`config.mk`:
```
export PLATFORM = sky130hd
export DESIGN_NAME = i2c_init_sequencer
export DESIGN_NICKNAME = d
export VERILOG_FILES = /design/src/rtl/i2c_init_sequencer.sv
export SDC_FILE = /design/constraint.sdc
export NUM_CORES = 1
export LEC_CHECK = 0
export CORE_MARGIN = 4
export CORE_UTILIZATION = 47
export DETAILED_ROUTE_END_ITERATION = 10
export PLACE_DENSITY_LB_ADDON = 0.08
export REMOVE_ABC_BUFFERS = 1
export SLEW_MARGIN = 20
export SYNTH_ARGS = -nofsm -noshare
export SYNTH_HDL_FRONTEND = slang
export SYNTH_SLANG_ARGS = --single-unit
```
`constraint.sdc`:
```
create_clock -name clk -period 5.1 [get_ports clk]
set_input_delay 1.02 -clock clk [delete_from_list [all_inputs] [get_ports clk]]
set_output_delay 1.02 -clock clk [all_outputs]
set_load 0.005 [all_outputs]
```
`src/rtl/i2c_init_sequencer.sv`:
```
// i2c_init_sequencer: plays an I2C command table from a synchronous ROM into the master, then passes the host bus through
// Ports: clk, reset (async, active-high); start re-runs the table, honoured only in DONE/ERROR.
//   rom_addr/rom_data: table ROM, entry = {op[1:0], payload[31:0]} (00 END, 01 WRITE, 10 READ, 11 DELAY).
//   i2c_ctrl_data/i2c_wr_ctrl/i2c_read/i2c_status: master control and status word.
//   host_ctrl_data/host_wr_ctrl/host_read/host_status: host bus, routed to the master once the table is finished.
//   seq_busy/seq_done/seq_err/err_code/err_index: progress and failure report; rd_data/rd_valid: last READ byte.
module i2c_init_sequencer #(
  parameter int ADDR_W = 6,
  parameter int MAX_RETRY = 3,
  parameter int BUSY_TIMEOUT = 16,
  parameter bit AUTO_START = 1'b1
) (
  input  logic              clk,
  input  logic              reset,
  input  logic              start,
  output logic [ADDR_W-1:0] rom_addr,
  input  logic [33:0]       rom_data,
  output logic [31:0]       i2c_ctrl_data,
  output logic              i2c_wr_ctrl,
  output logic              i2c_read,
  input  logic [31:0]       i2c_status,
  input  logic [31:0]       host_ctrl_data,
  input  logic              host_wr_ctrl,
  input  logic              host_read,
  output logic [31:0]       host_status,
  output logic              seq_busy,
  output logic              seq_done,
  output logic              seq_err,
  output logic [1:0]        err_code,
  output logic [ADDR_W-1:0] err_index,
  output logic [7:0]        rd_data,
  output logic              rd_valid
);
  localparam logic [3:0] S_WAIT_INIT = 4'd0, S_FETCH = 4'd1, S_DECODE = 4'd2, S_ISSUE = 4'd3, S_WAIT_BUSY = 4'd4;
  localparam logic [3:0] S_WAIT_IDLE = 4'd5, S_CHECK = 4'd6, S_DELAY = 4'd7, S_DONE = 4'd8, S_ERROR = 4'd9;
  localparam logic [1:0] OP_END = 2'b00, OP_READ = 2'b10, OP_DELAY = 2'b11;
  localparam logic [ADDR_W-1:0] PC_LAST = '1;
  localparam logic [ADDR_W-1:0] PC_ONE = 1;
  localparam logic [7:0] RETRY_MAX = 8'(MAX_RETRY);
  localparam logic [15:0] TMO_LAST = 16'(BUSY_TIMEOUT - 1);
  logic [3:0] state;
  logic [ADDR_W-1:0] pc;
  logic [31:0] ctrl_q;
  logic read_q;
  logic [23:0] delay_cnt;
  logic [15:0] timer;
  logic [7:0] retry_cnt;
  logic [1:0] op;
  logic busy, nack, last, step;
  assign op = rom_data[33:32];
  assign busy = i2c_status[31];
  assign nack = i2c_status[30] | i2c_status[29];
  assign last = pc == PC_LAST;
  // step: the current entry has completed; advance to the next one, or finish once the last ROM slot has run
  assign step = (state == S_CHECK && !nack) ||
                (state == S_DELAY && delay_cnt <= 24'd1) ||
                (state == S_DECODE && op == OP_DELAY && rom_data[23:0] == 24'd0);
  assign seq_busy = state != S_DONE && state != S_ERROR;
  assign rom_addr = pc;
  assign i2c_ctrl_data = seq_busy ? ctrl_q : host_ctrl_data;
  assign i2c_wr_ctrl = seq_busy ? state == S_ISSUE : host_wr_ctrl;
  assign i2c_read = seq_busy ? read_q : host_read;
  assign host_status = {i2c_status[31] | seq_busy, i2c_status[30:0]};
  always_ff @(posedge clk or posedge reset)
    if (reset) begin
      state <= AUTO_START ? S_WAIT_INIT : S_DONE;
      pc <= '0;
      ctrl_q <= '0;
      read_q <= 1'b0;
      delay_cnt <= '0;
      timer <= '0;
      retry_cnt <= '0;
      seq_done <= 1'b0;
      seq_err <= 1'b0;
      err_code <= 2'b00;
      err_index <= '0;
      rd_data <= '0;
      rd_valid <= 1'b0;
    end else begin
      rd_valid <= 1'b0;
      case (state)
        S_WAIT_INIT: if (!i2c_status[26] && !busy) state <= S_FETCH;
        S_FETCH: state <= S_DECODE;
        S_DECODE: begin
          retry_cnt <= '0;
          delay_cnt <= rom_data[23:0];
          if (op == OP_END) begin state <= S_DONE; seq_done <= 1'b1; end
          else if (op == OP_DELAY) state <= S_DELAY;
          else begin ctrl_q <= rom_data[31:0]; read_q <= op == OP_READ; state <= S_ISSUE; end
        end
        S_ISSUE: begin timer <= '0; state <= S_WAIT_BUSY; end
        S_WAIT_BUSY:
          if (busy) state <= S_WAIT_IDLE;
          else if (timer == TMO_LAST) begin state <= S_ERROR; seq_err <= 1'b1; err_code <= 2'b10; err_index <= pc; end
          else timer <= timer + 16'd1;
        S_WAIT_IDLE: if (!busy) state <= S_CHECK;
        S_CHECK:
          if (nack && retry_cnt < RETRY_MAX) begin retry_cnt <= retry_cnt + 8'd1; state <= S_ISSUE; end
          else if (nack) begin state <= S_ERROR; seq_err <= 1'b1; err_code <= 2'b01; err_index <= pc; end
          else if (read_q) begin rd_data <= i2c_status[7:0]; rd_valid <= 1'b1; end
        S_DELAY: delay_cnt <= delay_cnt - 24'd1;
        default:
          if (start) begin state <= S_WAIT_INIT; pc <= '0; seq_done <= 1'b0; seq_err <= 1'b0; err_code <= 2'b00; end
      endcase
      if (step) begin
        state <= last ? S_DONE : S_FETCH;
        seq_done <= last;
        if (!last) pc <= pc + PC_ONE;
      end
    end
endmodule

```
==> impl_metrics.toml, run 1 <==
[pwr]
power_density_mw_per_mm2 = 455.5
leakagePower_nw = 3.267
p_total_w = 0.003554
irDropWorstVdd_mv = 0.2908

[clock_tree]
clkSinkCount = 110
insertion_delay_ns = 0.35
cts_hold_buf = 0
clockBufferDepth = 2
tritoncts = "built"
cts_max_level = 3
ctsResizeCount = 0
cts_root_buf = "clkbuf_16"
cts_buffers = 9
post_cts_buffers = 0
clkTransAtPathRegs_ns = 0.06

[die]
dieWidth_um = 121.7
design.core.area_mm2 = 0.01262
die_h_um = 121.7
start_util_pct = 48.14
rows = 41
io_pins = 195
dieArea_mm2 = 0.01481

[hold_path]
hold_path_class = "register to register"
hold_path_startpoint = "seq_err"
hold_end = "seq_err"
hold_path_depth = 2

[placed_design]
place_congestion = 0.8849
io_buffers = 154
placed_cells = 848
dp_slack_ns = 1.830
hpwl_mm = 11.05

[critical_path]
r2r_start = "state[1]"
cp.required_ns = 4.08
r2r_end = "rom_addr[3]"
crit_fanout = 26
r2r_cells = 5
crit_chain = "nor3b_2 -> buf_4 -> mux2_2 -> clkdlybuf4s50_1"
critPathTopFamily = "buffers and inverters"
max_stage_delay_ns = 0.72
worstSetupPathType = "register to output pin"
critPathBufInv = 2
worst-endpoint-arrival_ns = 2.61
worstSetupEndpointType = "output pin"
reg2reg_slack_ns = 2.22
cp-start-kind = "register"
critPathSlowestCell = "dfrtp_1"

[synth]
synth_cells = 572
syn_avg_cell_area_um2 = 10.62
ys_seq_area_share_pct = 45.31
netlist_area_mm2 = 0.006075
ys_types = 65
yosysWarnings = 0
ys_ff_latch = 110
yosysTopAreaCell = "dfrtp_1"
synth_edf_count = 0
synth_flop_cell = "dfrtp_1"
synth.area.top_cells = "dfrtp_1, mux2_2, buf_4, nand2_1, a21oi_1"
synth_top_area_share_pct = 45.31
synth-async-reset-ratio_pct = 100.0

[sta]
worstMarginPinSlew_ns = 1.010
setup_viol = 0
fin_crit_sh_pct = 71.11
tns_ns = 0
period_needed_ns = 3.627
grt_setup_unrepaired = "false"
max_freq_mhz = 275.7
slew_headroom_pct = 32.65
hold_viol = 0
slew_violations = 0
clock_skew_ns = 0.004825
layout_setup_ws_ns = 1.473

[cells_and_area]
layout.cells.non_filler = 862
drive_gt1_share_pct = 16.67
syn_to_final_growth_pct = 28.44
fill_cells = 1086
final_cell_mix = "clkdlybuf4s50_1, dfrtp_1, mux2_2"
layout_commonest_cell = "clkdlybuf4s50_1"
post-route-util_pct = 61.83
n_antenna_cell = 0
fin_nets = 798

[detailed_routing]
antenna_left = 0
vias = 4914
post_drt_wl_per_cell_um = 17.41
drtIter0Drc = 382
wl_mm = 15.01
via_per_inst = 5.701
drc = 0
dr.pass1.iters = 5

[global_route]
antenna_found_initial = 0
grt_pass1_vias = 4934
grt-ovfl-total = 0
gr-usage-all-layers_pct = 20.90
grt_max_degree = 57
grt_pass1_wl_mm = 24.82

[run_status]
status = "finished, final reports clean"

[run]
max_cap_viol_count = 0
## worst register-to-register path, cell delays in order, from the launching register on
cell and delay (ns):
dfrtp_1 0.71, and4b_1 0.74, o21ai_0 0.28, nor4_2 0.44
o21ai_1 0.29, a32o_1 0.32
## kinds of logic after synthesis
| logic type | count (synthesis) | share of synthesized area (%) |
|---|---|---|
| muxes | 91 | 16.66 |
| DFF | 110 | 45.31 |
| AOI/OAI and AO/OA | 101 | 11.47 |
| xor gates and xnor gates | 4 | 0.5768 |
| and+or+nand+nor | 186 | 17.63 |
| adders and majority gates | 8 | 1.648 |
| buffers and inverters | 72 | 6.694 |
## flip-flops by register name, summed over array words and instances (netlist names), 2 cells and up
register   flops
timer         16
delay_cnt     24
rom_addr       6
rd_data        8
retry_cnt      8
ctrl_q        32
state          4
err_code       2
err_index      6
## cell type report
| type | count | area [um2] | share of cell area (%) |
|---|---|---|---|
| Clock inverter | 2 | 10.01 | 0.1283 |
| Inverter | 16 | 62.56 | 0.8018 |
| Multi-Input combinational cell | 390 | 2929 | 37.54 |
| Clock buffer | 12 | 246.5 | 3.159 |
| Tap cell | 172 | 215.2 | 2.758 |
| Timing Repair Buffer | 160 | 1587 | 20.33 |
| Sequential cell | 110 | 2753 | 35.28 |
## synthesized netlist by cell type (all sizes together) (4+ instances only)
master,instances
o21ai,18
o31ai,14
a32o,4
nand4,9
o311ai,5
dfrtp,110
nand2,42
nor3,13
nand2b,5
inv,16
nor2,28
ha,8
and3,7
or4,12
a21oi,22
a211oi,11
mux2,81
mux2i,10
nand3,20
buf,47
nor4b,4
clkbuf,9
or3,4
nor2b,6
nor4,16
## where the power goes
| group | switching, W | internal, W | leakage (nW) |
|---|---|---|---|
| Sequential | 0.000260 | 0.00117 | 1.41 |
| Clock | 0.000299 | 0.000338 | 0.128 |
| Combinational | 0.000606 | 0.000885 | 1.73 |
| Total | 0.00117 | 0.00239 | 3.27 |
## through the flow
| step | instance area [um2] | hold slack (ns) |
|---|---|---|
| 6_report | 7802 | 0.4863 |
| 5_1_grt | 7802 | 0.5141 |
| 4_1_cts | 7802 | 0.4898 |
| 3_5_place_dp | 7546 | 0.4732 |
| 3_3_place_gp | 7546 | 0.4605 |
| 2_1_floorplan | 5728 | 0.4640 |
## metal layers
layer,routed length (um),global-route usage [%],up-vias,part of all wire (%)
li1,-,-,2321,-
met1,6437,26.97,2412,43
met4,142,4.832,2,0.95
met3,1069,7.799,14,7.1
met5,30,2.431,-,0.20
met2,7332,33.40,165,49
## worst max-delay path by stage
stage	from	end	slack [ns]	cells after the start
finish	state[3]	i2c_ctrl_data[0]	1.47	4
global route	state[3]	i2c_ctrl_data[0]	1.30	4
CTS	state[3]	i2c_ctrl_data[0]	1.47	4
detailed placement	i2c_status[31]	host_status[31]	1.83	3
global placement	i2c_status[31]	host_status[31]	1.81	3
floorplan	state[3]	i2c_ctrl_data[0]	0.32	2
Power figures use the tool's default switching activity.
==> run 2, diff against run 1 <==
- clock period: 5.1 -> 3.8 ns (I/O delays scaled with it)
==> impl_metrics.toml, run 2 (synthesized netlist as in run 1, its figures left out) <==
[critical_path]
r2r_start = "state[1]"
critPathTopFamily = "buffers and inverters"
cp-start-kind = "register"
crit_start = "state[3]"
crit_chain = "nor3b_2 -> buf_4 -> mux2_2 -> clkdlybuf4s50_1"
r2r_end = "timer[9]"
r2r_cells = 5
worst-endpoint-arrival_ns = 2.58
reg2reg_slack_ns = 1.07
max_stage_delay_ns = 0.71
cp.required_ns = 3.04
critPathBufInv = 2
worstSetupEndpointType = "output pin"
critPathSlowestCell = "dfrtp_1"
worstSetupPathType = "register to output pin"
crit_fanout = 24

[pwr]
power.internal_w = 0.003276
switching_share_pct = 32.73
power_density_mw_per_mm2 = 619.6
irDropWorstVdd_mv = 0.3139
power_frac_clock_pct = 19.1
power_frac_comb_pct = 41.6
p_seq_share_pct = 39.3
p_sw_w = 0.001594
leakagePower_nw = 3.295

[sta]
period_needed_ns = 3.337
slew_violations = 0
slew_headroom_pct = 33.73
tns_ns = 0
clock_skew_ns = 0.005148
grt_setup_unrepaired = "false"
fin_crit_sh_pct = 87.81
hold_viol = 0
setup_viol = 0
max_freq_mhz = 299.7
worstMarginPinSlew_ns = 0.9940

[clock_tree]
clkTransAtPathRegs_ns = 0.07
ctsResizeCount = 0
cts_root_buf = "clkbuf_16"
cts_hold_buf = 0
tritoncts = "built"
cts_buffers = 9
clkSinkCount = 110
post_cts_buffers = 0
clockBufferDepth = 2
cts_max_level = 3
insertion_delay_ns = 0.35

[die]
start_util_pct = 48.14
rows = 41
dieWidth_um = 121.7
design.core.area_mm2 = 0.01262
io_pins = 195
die_h_um = 121.7
dieArea_mm2 = 0.01481

[detailed_routing]
post_drt_wl_per_cell_um = 17.88
wl_mm = 15.49
via_per_inst = 5.714
drc = 0
vias = 4948
drtIter0Drc = 345
antenna_left = 0
dr.pass1.iters = 5

[cells_and_area]
n_antenna_cell = 0
drive_gt1_share_pct = 17.15
largest_register_ffs = 32
fin_nets = 801
post-route-util_pct = 62.27
final_cell_mix = "clkdlybuf4s50_1, dfrtp_1, mux2_2"
multi_input_area_mm2 = 0.002929
largest-register = "ctrl_q"
fill_cells = 1079
largestRegisters = "ctrl_q x32, delay_cnt x24, timer x16"
seqCellArea_mm2 = 0.002753
syn_to_final_growth_pct = 29.37
layout_commonest_cell = "clkdlybuf4s50_1"

[global_route]
gr-usage-all-layers_pct = 20.89
antenna_found_initial = 0
grt_pass1_wl_mm = 24.88
grt_max_degree = 81
grt-ovfl-total = 0
grt_pass1_vias = 4992

[placed_design]
io_buffers = 154
hpwl_mm = 11.21
place_congestion = 0.8404

[run_status]
status = "finished, final reports clean"

[run]
max_cap_viol_count = 0

[hold_path]
hold_path_depth = 2
hold_end = "seq_err"
hold_path_startpoint = "seq_err"
hold_path_class = "register to register"
## run 2: cell types whose count changed in the layout (fill, tap and decap cells not counted)
cell | previous run | this run
clkbuf_8 | 1 | 4
inv_6 | 0 | 1
clkinv_2 | 2 | 0
inv_4 | 1 | 0
buf_4 | 6 | 9
## run 2: per-stage QoR
stage | power [W] | setup slack (ns) | hold slack [ns] | instance area (um2) | cells
finish | 0.004869 | 0.4631 | 0.4742 | 7859 | 866
global route | 0.005184 | 0.3407 | 0.5122 | 7859 | 866
CTS | 0.004915 | 0.4528 | 0.4808 | 7856 | 866
detailed placement | 0.003961 | 0.7759 | 0.4634 | 7569 | 851
global placement | 0.003891 | 0.8232 | 0.4608 | 7569 | 851
floorplan | 0.003002 | -0.7209 | 0.4640 | 5728 | 516
## run 2: layout make-up
class	instances	area share, %
Inverter	16	0.8279
Sequential cell	110	35.03
Tap cell	172	2.738
Clock buffer	15	3.662
Timing Repair Buffer	163	20.47
Multi-Input combinational cell	390	37.27
## run 2: worst min-delay path, delay by kind of cell, from the launching register on
family,cells,cell delay (ns)
simple gates,2,0.10
flops,1,0.34
## run 2: power by group through the flow
stage | clock (W) | combinational, W | sequential [W]
after floorplan | 0 | 0.00117 | 0.00183
after global placement | 0 | 0.00198 | 0.00192
after detailed placement | 0 | 0.00203 | 0.00193
after CTS | 0.000952 | 0.00205 | 0.00191
after global routing | 0.000995 | 0.00222 | 0.00197
final | 0.000930 | 0.00203 | 0.00191
## run 2: per-layer routing
metal | GRT usage (%) | wire length, um
met5 | 2.431 | 30
met3 | 5.896 | 1002
met2 | 34.37 | 7595
met4 | 5.532 | 210
met1 | 27.05 | 6646
## run 2: worst max-delay path by stage
stage | to | cells after the start
after floorplan | i2c_ctrl_data[0] | 2
after global placement | rom_addr[2] | 7
after detailed placement | rom_addr[2] | 7
after CTS | i2c_ctrl_data[4] | 4
after global routing | i2c_ctrl_data[0] | 4
final | i2c_ctrl_data[4] | 4
